===== src/rtl/cordic_arbiter.sv =====
// Two-requester round-robin front end for a fixed-latency CORDIC pipeline.
// A tag shift register routes each result back to its requester; per-requester credits bound in-flight work.
module cordic_arbiter #(
  parameter int unsigned N       = 16,
  parameter int unsigned LAT     = 16,
  parameter int unsigned MAX_OUT = 8
) (
  input  logic         clk,
  input  logic         rst,
  input  logic         req0_valid,
  input  logic [N-1:0] req0_angle,
  output logic         req0_ready,
  input  logic         req1_valid,
  input  logic [N-1:0] req1_angle,
  output logic         req1_ready,
  output logic [N-1:0] cordic_angle,
  input  logic [N-1:0] cordic_sine,
  input  logic [N-1:0] cordic_cosine,
  output logic         rsp0_valid,
  output logic [N-1:0] rsp0_sine,
  output logic [N-1:0] rsp0_cosine,
  output logic         rsp1_valid,
  output logic [N-1:0] rsp1_sine,
  output logic [N-1:0] rsp1_cosine,
  output logic         busy
);

  localparam int unsigned CW = $clog2(MAX_OUT + 1);

  logic [LAT-1:0] tag_v_q, tag_v_d;
  logic [LAT-1:0] tag_id_q, tag_id_d;
  logic           rr_q, rr_d;
  logic [CW-1:0]  cnt0_q, cnt0_d, cnt1_q, cnt1_d;
  logic           rsp0_valid_q, rsp0_valid_d, rsp1_valid_q, rsp1_valid_d;
  logic [N-1:0]   rsp0_sine_q, rsp0_sine_d, rsp0_cosine_q, rsp0_cosine_d;
  logic [N-1:0]   rsp1_sine_q, rsp1_sine_d, rsp1_cosine_q, rsp1_cosine_d;

  logic elig0, elig1, issue0, issue1, issue;
  logic ret_v, ret_id;

  // State register
  always_ff @(posedge clk) begin
    if (rst) begin
      tag_v_q       <= '0;
      tag_id_q      <= '0;
      rr_q          <= 1'b0;
      cnt0_q        <= '0;
      cnt1_q        <= '0;
      rsp0_valid_q  <= 1'b0;
      rsp1_valid_q  <= 1'b0;
      rsp0_sine_q   <= '0;
      rsp0_cosine_q <= '0;
      rsp1_sine_q   <= '0;
      rsp1_cosine_q <= '0;
    end else begin
      tag_v_q       <= tag_v_d;
      tag_id_q      <= tag_id_d;
      rr_q          <= rr_d;
      cnt0_q        <= cnt0_d;
      cnt1_q        <= cnt1_d;
      rsp0_valid_q  <= rsp0_valid_d;
      rsp1_valid_q  <= rsp1_valid_d;
      rsp0_sine_q   <= rsp0_sine_d;
      rsp0_cosine_q <= rsp0_cosine_d;
      rsp1_sine_q   <= rsp1_sine_d;
      rsp1_cosine_q <= rsp1_cosine_d;
    end
  end

  // Arbitration and handshake outputs; nothing is granted while in reset
  always_comb begin
    elig0        = !rst && req0_valid && (cnt0_q < CW'(MAX_OUT));
    elig1        = !rst && req1_valid && (cnt1_q < CW'(MAX_OUT));
    issue0       = elig0 && (!elig1 || !rr_q);
    issue1       = elig1 && (!elig0 || rr_q);
    issue        = issue0 || issue1;
    req0_ready   = issue0;
    req1_ready   = issue1;
    cordic_angle = '0;
    if (issue0) begin
      cordic_angle = req0_angle;
    end else if (issue1) begin
      cordic_angle = req1_angle;
    end
  end

  // Next state: tag pipeline, pointer, credits, result capture
  always_comb begin
    ret_v         = tag_v_q[LAT-1];
    ret_id        = tag_id_q[LAT-1];
    tag_v_d       = (tag_v_q << 1) | LAT'(issue);
    tag_id_d      = (tag_id_q << 1) | LAT'(issue1);
    rr_d          = rr_q;
    cnt0_d        = cnt0_q;
    cnt1_d        = cnt1_q;
    rsp0_valid_d  = ret_v && !ret_id;
    rsp1_valid_d  = ret_v && ret_id;
    rsp0_sine_d   = rsp0_sine_q;
    rsp0_cosine_d = rsp0_cosine_q;
    rsp1_sine_d   = rsp1_sine_q;
    rsp1_cosine_d = rsp1_cosine_q;

    if (issue) begin
      rr_d = issue0;
    end

    if (issue0 && !rsp0_valid_q && cnt0_q != CW'(MAX_OUT)) begin
      cnt0_d = cnt0_q + CW'(1);
    end else if (!issue0 && rsp0_valid_q && cnt0_q != '0) begin
      cnt0_d = cnt0_q - CW'(1);
    end
    if (issue1 && !rsp1_valid_q && cnt1_q != CW'(MAX_OUT)) begin
      cnt1_d = cnt1_q + CW'(1);
    end else if (!issue1 && rsp1_valid_q && cnt1_q != '0) begin
      cnt1_d = cnt1_q - CW'(1);
    end

    if (rsp0_valid_d) begin
      rsp0_sine_d   = cordic_sine;
      rsp0_cosine_d = cordic_cosine;
    end
    if (rsp1_valid_d) begin
      rsp1_sine_d   = cordic_sine;
      rsp1_cosine_d = cordic_cosine;
    end
  end

  assign rsp0_valid  = rsp0_valid_q;
  assign rsp1_valid  = rsp1_valid_q;
  assign rsp0_sine   = rsp0_sine_q;
  assign rsp0_cosine = rsp0_cosine_q;
  assign rsp1_sine   = rsp1_sine_q;
  assign rsp1_cosine = rsp1_cosine_q;
  assign busy        = (|tag_v_q) || rsp0_valid_q || rsp1_valid_q;

endmodule


===== config.mk =====
export PLATFORM = sky130hd
export DESIGN_NAME = cordic_arbiter
export DESIGN_NICKNAME = d
export VERILOG_FILES = /design/src/rtl/cordic_arbiter.sv
export SDC_FILE = /design/constraint.sdc
export NUM_CORES = 1
export LEC_CHECK = 0
export ABC_AREA = 1
export CAP_MARGIN = 20
export CORE_MARGIN = 2
export CORE_UTILIZATION = 28
export DETAILED_ROUTE_END_ITERATION = 10
export PLACE_DENSITY_LB_ADDON = 0.08
export SLEW_MARGIN = 25
export SYNTH_ARGS = -nofsm -noshare
export SYNTH_HDL_FRONTEND = slang
export SYNTH_SLANG_ARGS = --single-unit

===== constraint.sdc =====
create_clock -name clk -period 1.69 [get_ports clk]
set_clock_uncertainty 0.05 [all_clocks]
set_input_delay 0.169 -clock clk [delete_from_list [all_inputs] [get_ports clk]]
set_output_delay 0.169 -clock clk [all_outputs]
set_load 0.1 [all_outputs]

==> results of run 1 <==
## worst max path at each step
stage,start,endpoint,slack (ps),cells after the start
after global routing,cnt0_q[3]$_SDFFE_PP0P_,cordic_angle[9],-220,7
after CTS,cnt1_q[3]$_SDFFE_PP0P_,cordic_angle[0],-170,7
final,cnt0_q[3]$_SDFFE_PP0P_,cordic_angle[10],-170,7
after detailed placement,rst,cnt1_q[3]$_SDFFE_PP0P_,-500,13
after global placement,rst,cnt0_q[3]$_SDFFE_PP0P_,-400,14
after floorplan,cnt1_q[3]$_SDFFE_PP0P_,cordic_angle[10],-100,6
## registers in the layout (all words and copies together) (netlist names)
| name | count |
|---|---|
| rsp1_valid | 1 |
| rsp0_sine | 16 |
| tag_id_q | 16 |
| rr_q | 1 |
| tag_v_q | 16 |
| cnt1_q | 4 |
| cnt0_q | 4 |
| rsp0_cosine | 16 |
| rsp0_valid | 1 |
| rsp1_sine | 16 |
| rsp1_cosine | 16 |
## worst max-delay path: cells and delay by family, from the launching register on
kind / cells / cell delay, ps
and+or+nand+nor: 3 / 310
DFF: 1 / 360
buffers and inverters: 3 / 380
AOI/OAI and AO/OA: 1 / 230
## synth_stat cells, drive strengths merged, types with 3 or more instances
cell type,n
o21ai,69
nor2,173
nand2,30
clkbuf,17
dfxtp,107
ha,4
a21oi,11
nor4,3
a22o,16
nand3,6
inv,50
buf,8
## per-stage QoR
stage                     setup slack, ps  power [mW]  setup TNS (ps)  instance area (µm²)
after floorplan                     -96.0        3.19            -952                 4000
after global placement               -403        3.63           -7900                 6690
after detailed placement             -499        3.64           -8620                 6690
after CTS                            -173        5.64           -2820                 7050
after global routing                 -220        5.93           -4260                 7290
final                                -169        5.66           -2690                 7290
## final cells by class
| cell class | instances | area (µm²) | share of cell area, % |
|---|---|---|---|
| multi-input combinational | 319 | 1770 | 24.2 |
| timing repair buffer | 186 | 2640 | 36.2 |
| tap | 180 | 225 | 3.09 |
| sequential | 107 | 2160 | 29.6 |
| inverter | 50 | 208 | 2.85 |
| clock inverter | 5 | 36.3 | 0.498 |
| timing repair inverter | 2 | 20.0 | 0.275 |
| clock buffer | 11 | 233 | 3.19 |
## timing repair
| item | in CTS | in global routing |
|---|---|---|
| endpoints found under the hold margin | 0 | 0 |
| buffers inserted | 4 | 3 |
| setup endpoints to repair | 23 | 24 |
| pin swaps | 4 | 15 |
| gates cloned | 0 | 2 |
| resized for setup | 17 | 36 |
| hold buffers | 0 | 0 |
## routing by layer
layer,vias up,track usage (%),part of all wire [%]
li1,1923,-,-
met5,-,0,0
met4,0,4.33,1.3
met2,125,24.8,48
met1,1698,17.2,39
met3,11,8.63,12
## power by group through the flow
stage | Sequential, mW | Clock [mW] | Combinational [mW]
floorplan | 2.63 | 0 | 0.563
global placement | 2.63 | 0 | 1.00
detailed placement | 2.64 | 0 | 1.01
CTS | 2.58 | 2.02 | 1.04
global route | 2.59 | 2.13 | 1.21
finish | 2.58 | 1.94 | 1.14
## kinds of logic after synthesis
group	Yosys count
and+or+nand+nor	215
DFF	107
AOI/OAI and AO/OA	96
buffers and inverters	75
adders and majority gates	6
xor gates and xnor gates	2
==> metrics.txt, run 1 <==
ys flop type dfxtp_1; Synth Area in Compound Gates 13.7%; commonest non-fill, non-tap cell in the layout nor2_1; startpoint types flop; Synth Instances 501; Slew Viols, Final 0; status finished, violations left; maximum number of pins on one net before global-route repair 46; core area 0.0139 mm²; Finished Core Util 52.5%; relative max-transition margin 73.4%; initial antenna violation count 0; worst reg2reg endpoint cnt1_q[2]$_SDFFE_PP0P_; simple-gate share of the synthesized area 21.9%; top cells by area, synth dfxtp_1 (54%), nor2_1 (16%), o21ai_0 (8.1%), inv_1 (4.3%), a22o_1 (3.5%); Starting DRT DRC Count 146; GPL Wtd Cong 0.780; Worst Max-Slew Pin Slew 398 ps; NetSw 1.58 mW; FF-to-FF path depth 9; Post-Layout Cell Count 860; HP Class input pin to flop; minimum hold slack 343 ps; Max Cap Viol 0; htree depth 3; largest family of logic cells by synthesized area simple AND/OR/NAND/NOR gates; Adder-Cell Fraction of Synth Area 2.27%; CTS tree yes; Layout Nets 749; Logic pwr share 20.1%; ant diodes 0; Setup Crit Path Kind flop to output port; Final period util 110%; ANT nets after route 0; VDD IR-drop max 0.815 mV; pwr dens 776 mW/mm²; library cells used by synthesis 27; most frequent cells in the layout nor2_1 (167), dfxtp_1 (102), buf_12 (85); Tmin final 1860 ps; Die Y-Extent 123 µm; Starting Density 28.6%; Core Rows 43; crit path setup slack, layout -169 ps; crit-path max FO 5; CTS Buf Count 9; layout cells sized above 1 27.6%; critical path's largest stage delay 360 ps; DRC viols 0; register area share after synthesis 54.0%; FF+latch count, synth 107; RSZ-0062 raised after global routing true; Synth Warn # 0; clock transition at the registers of the reported paths 70 ps; Seq pwr share 45.7%; fillers 1239; failing checks negative setup slack; clock power share 34.3%; Post-Syn Area 0.00396 mm²; dpl hpwl 8.02 mm; Global Route Usage Sum 15.3%; WL final 11.6 mm; post-synthesis mux area share 0%; Avg WL per Cell 13.5 µm; asr flop ratio synth 0%; vias in the first global route 3638; worst skew pair latency 350 ps; post-synth net total 575; syn avg cell area 7.91 µm²; CP required 1470 ps; worst-path cell chain nor2_4, nand3_2, buf_6, nand2_8, clkinv_8, a22o_4, buf_12; DIE AREA 0.0151 mm²; top cell type's share of synthesized area 54.0%; Crit. End Element output port; Buffers on Ports 152; root buf cell clkbuf_16; Final setup viols 21; worst hold stages 5; routed vias 3757; Synth Area in XOR/XNOR 0.442%; Remaining Overflow, GRT 0; internal power 4.08 mW; f_max 538 MHz; first-pass GRT wire length 17.9 mm; Worst Min Path Start req0_valid; Sw Share 27.9%; Final Hold Viols 0; r2r setup slk -60 ps; Post-synth EDFFs 0; Worst Hold End rr_q$_SDFFE_PP0P_; CTS Buffer Depth 2; Syn-to-layout area delta 83.8%; I/O pin count 153; drt pass-1 iters 4; Worst Path Arrival 1640 ps; Die Wd 123 µm; area leader, netlist dfxtp_1; Inst Count DP 835; Leak 3.00 nW; vias per cell 4.37; worst r2r src cnt1_q[3]$_SDFFE_PP0P_; Sink Count 107; Slowest-stage cell, CP dfxtp_4
(Power assumes the default switching activity.)
==> run 2: changes to the inputs <==
- MAX_ROUTING_LAYER: default -> met4
==> metrics.txt, run 2 (synthesized netlist as in run 1, its figures left out) <==
VDD IR-drop max 0.814 mV (-0.13%); first-pass GRT wire length 17.9 mm (-0.15%); most frequent cells in the layout nor2_1 (167), dfxtp_1 (102), buf_12 (85); root buf cell clkbuf_16; wire length on met2 5.49 mm (-1.1%); Starting DRT DRC Count 148 (+1.4%); CP required 1470 ps (about the same); Sink Count 107 (unchanged); initial antenna violation count 0 (unchanged); status finished, violations left; metal3 WL 1.28 mm (-6.2%); Final setup viols 19 (-9.5%); worst skew pair latency 350 ps (about the same); Avg WL per Cell 13.4 µm (-0.42%); internal power 4.06 mW (-0.28%); Slowest-stage cell, CP dfxtp_4; Global Route Usage Sum 15.7% (+0.44 points); I/O pin count 153 (unchanged); critical path's largest stage delay 360 ps (about the same); HP Class flop to flop; Layout Nets 747 (-0.27%); Worst Path Arrival 1630 ps (about the same); pwr dens 779 mW/mm² (+0.33%); routed vias 3728 (-0.77%); Buffers on Ports 152 (unchanged); Tmin final 1850 ps (-11.9 ps); commonest non-fill, non-tap cell in the layout nor2_1; Sw Share 27.9% (about the same); Worst Max-Slew Pin Slew 408 ps (+9.08 ps); CP delay by family, top buffers and inverters; startpoint types flop; vias in the first global route 3658 (+0.55%); worst slack, placed -499 ps (unchanged); worst path buffer plus inverter count 3 (unchanged); CTS Buffer Depth 2 (unchanged); Slew Viols, Final 0 (unchanged); dpl hpwl 8.02 mm (unchanged); WL met1 4.63 mm (+2.4%); f_max 541 MHz (+0.64%); Setup Crit Path Kind flop to output port; Core Rows 43 (unchanged); ANT nets after route 0 (unchanged); layout cells sized above 1 27.6% (-0.066 points); crit-path max FO 5 (unchanged); CTS tree yes; DIE AREA 0.0151 mm² (unchanged); htree depth 3 (unchanged); Remaining Overflow, GRT 0 (unchanged); ant diodes 0 (unchanged); highest routed metal layer met4; clock power share 34.4% (about the same); Starting Density 28.6% (unchanged); Max Cap Viol 0 (unchanged); maximum number of pins on one net before global-route repair 46 (unchanged); vias per cell 4.34 (-0.54%); NetSw 1.57 mW (-0.38%); Seq pwr share 45.8% (about the same); RSZ-0062 raised after global routing true; Final Hold Viols 0 (unchanged); Die Y-Extent 123 µm (unchanged); DRC viols 0 (unchanged); core area 0.0139 mm² (unchanged); Die Wd 123 µm (unchanged); Logic pwr share 19.8% (-0.3 points); Finished Core Util 52.2% (-0.33 points); Crit. End Element output port; failing checks negative setup slack; WL final 11.5 mm (-0.65%); crit path setup slack, layout -157 ps (+11.9 ps); relative max-transition margin 72.8% (-0.61 points); drt pass-1 iters 4 (unchanged); GPL Wtd Cong 0.791 (+1.4%); clock transition at the registers of the reported paths 70 ps (about the same); CTS Hold Bufs 0 (unchanged); worst-path cell chain nor2_4, nand3_2, buf_6, nand2_8, clkinv_8, a22o_2, buf_12; Leak 2.96 nW (-1.3%); CTS Buf Count 9 (unchanged); Syn-to-layout area delta 82.7%; Final period util 109% (-0.70 points)
==> run 2: changes by cell type in the layout (fill, tap and decap cells not counted) <==
cell	delta
a21oi_1	+1
nand2_1	-1
nand2_4	+1
inv_6	+1
dlymetal6s2s_1	-1
buf_6	+1
buf_4	-3
a22o_4	-5
clkdlybuf4s50_1	+1
o21ai_1	-1
a21oi_2	-1
a22o_2	+5
o21ai_2	+1
inv_8	-1
==> run 2: timing repair <==
action / in CTS / in global routing
buffers inserted: 4 / 2
gates resized for setup: 17 / 32
cloned: 0 / 2
pin swaps: 4 / 11
endpoints found under the setup margin: 23 / 24
==> run 2: final cells by class <==
class                      count  area [µm²]
clock buffer                  11         233
fill                        1238        6640
tap                          180         225
multi-input combinational    319        1740
sequential                   107        2160
inverter                      50         208
timing repair buffer         184        2630
timing repair inverter         2        17.5
clock inverter                 5        36.3
==> run 2: per-layer routing <==
layer / vias up / global-route usage [%]
met4: 0 / 4.33
met1: 1679 / 17.5
met2: 121 / 24.8
met3: 11 / 8.16
met5: - / -
li1: 1917 / -
==> run 2: power by group through the flow <==
stage                     Sequential [mW]  Combinational, mW  Clock [mW]
after floorplan                      2.63              0.563           0
after global placement               2.63               1.00           0
after detailed placement             2.64               1.01           0
after CTS                            2.58               1.04        2.02
after global routing                 2.59               1.19        2.14
final                                2.58               1.12        1.94
==> run 2: worst paths after layout <==
check / startpoint / endpoint / slack [ps] / cells after the start
min reg2reg: tag_id_q[13]$_SDFF_PP0_ / tag_id_q[14]$_SDFF_PP0_ / 350 / 2
max: cnt0_q[3]$_SDFFE_PP0P_ / cordic_angle[7] / -160 / 7
min: tag_id_q[13]$_SDFF_PP0_ / tag_id_q[14]$_SDFF_PP0_ / 350 / 2
max reg2reg: cnt0_q[3]$_SDFFE_PP0P_ / cnt1_q[3]$_SDFFE_PP0P_ / 0 / 13
==> run 2: metrics by stage <==
step	total power [mW]	setup TNS [ps]	hold WS, ps	instance area, µm²	std cells
detailed placement	3.64	-8620	344	6690	835
floorplan	3.19	-952	254	4000	501
CTS	5.64	-2820	345	7050	855
global route	5.91	-3990	366	7240	858
global placement	3.63	-7900	340	6690	835
finish	5.64	-2370	354	7240	858
==> run 2: worst min-delay path, stage by stage, from the launching register on <==
cell	delay [ps]
dfxtp_1	300
inv_1	40
nor2_1	30
==> run 3: changes to the inputs <==
- CAP_MARGIN: 20 -> default
- CTS_CLUSTER_SIZE: default -> 25
==> results of run 3 <==
Same layout as run 2: the final DEF is identical, and so are final timing and power.
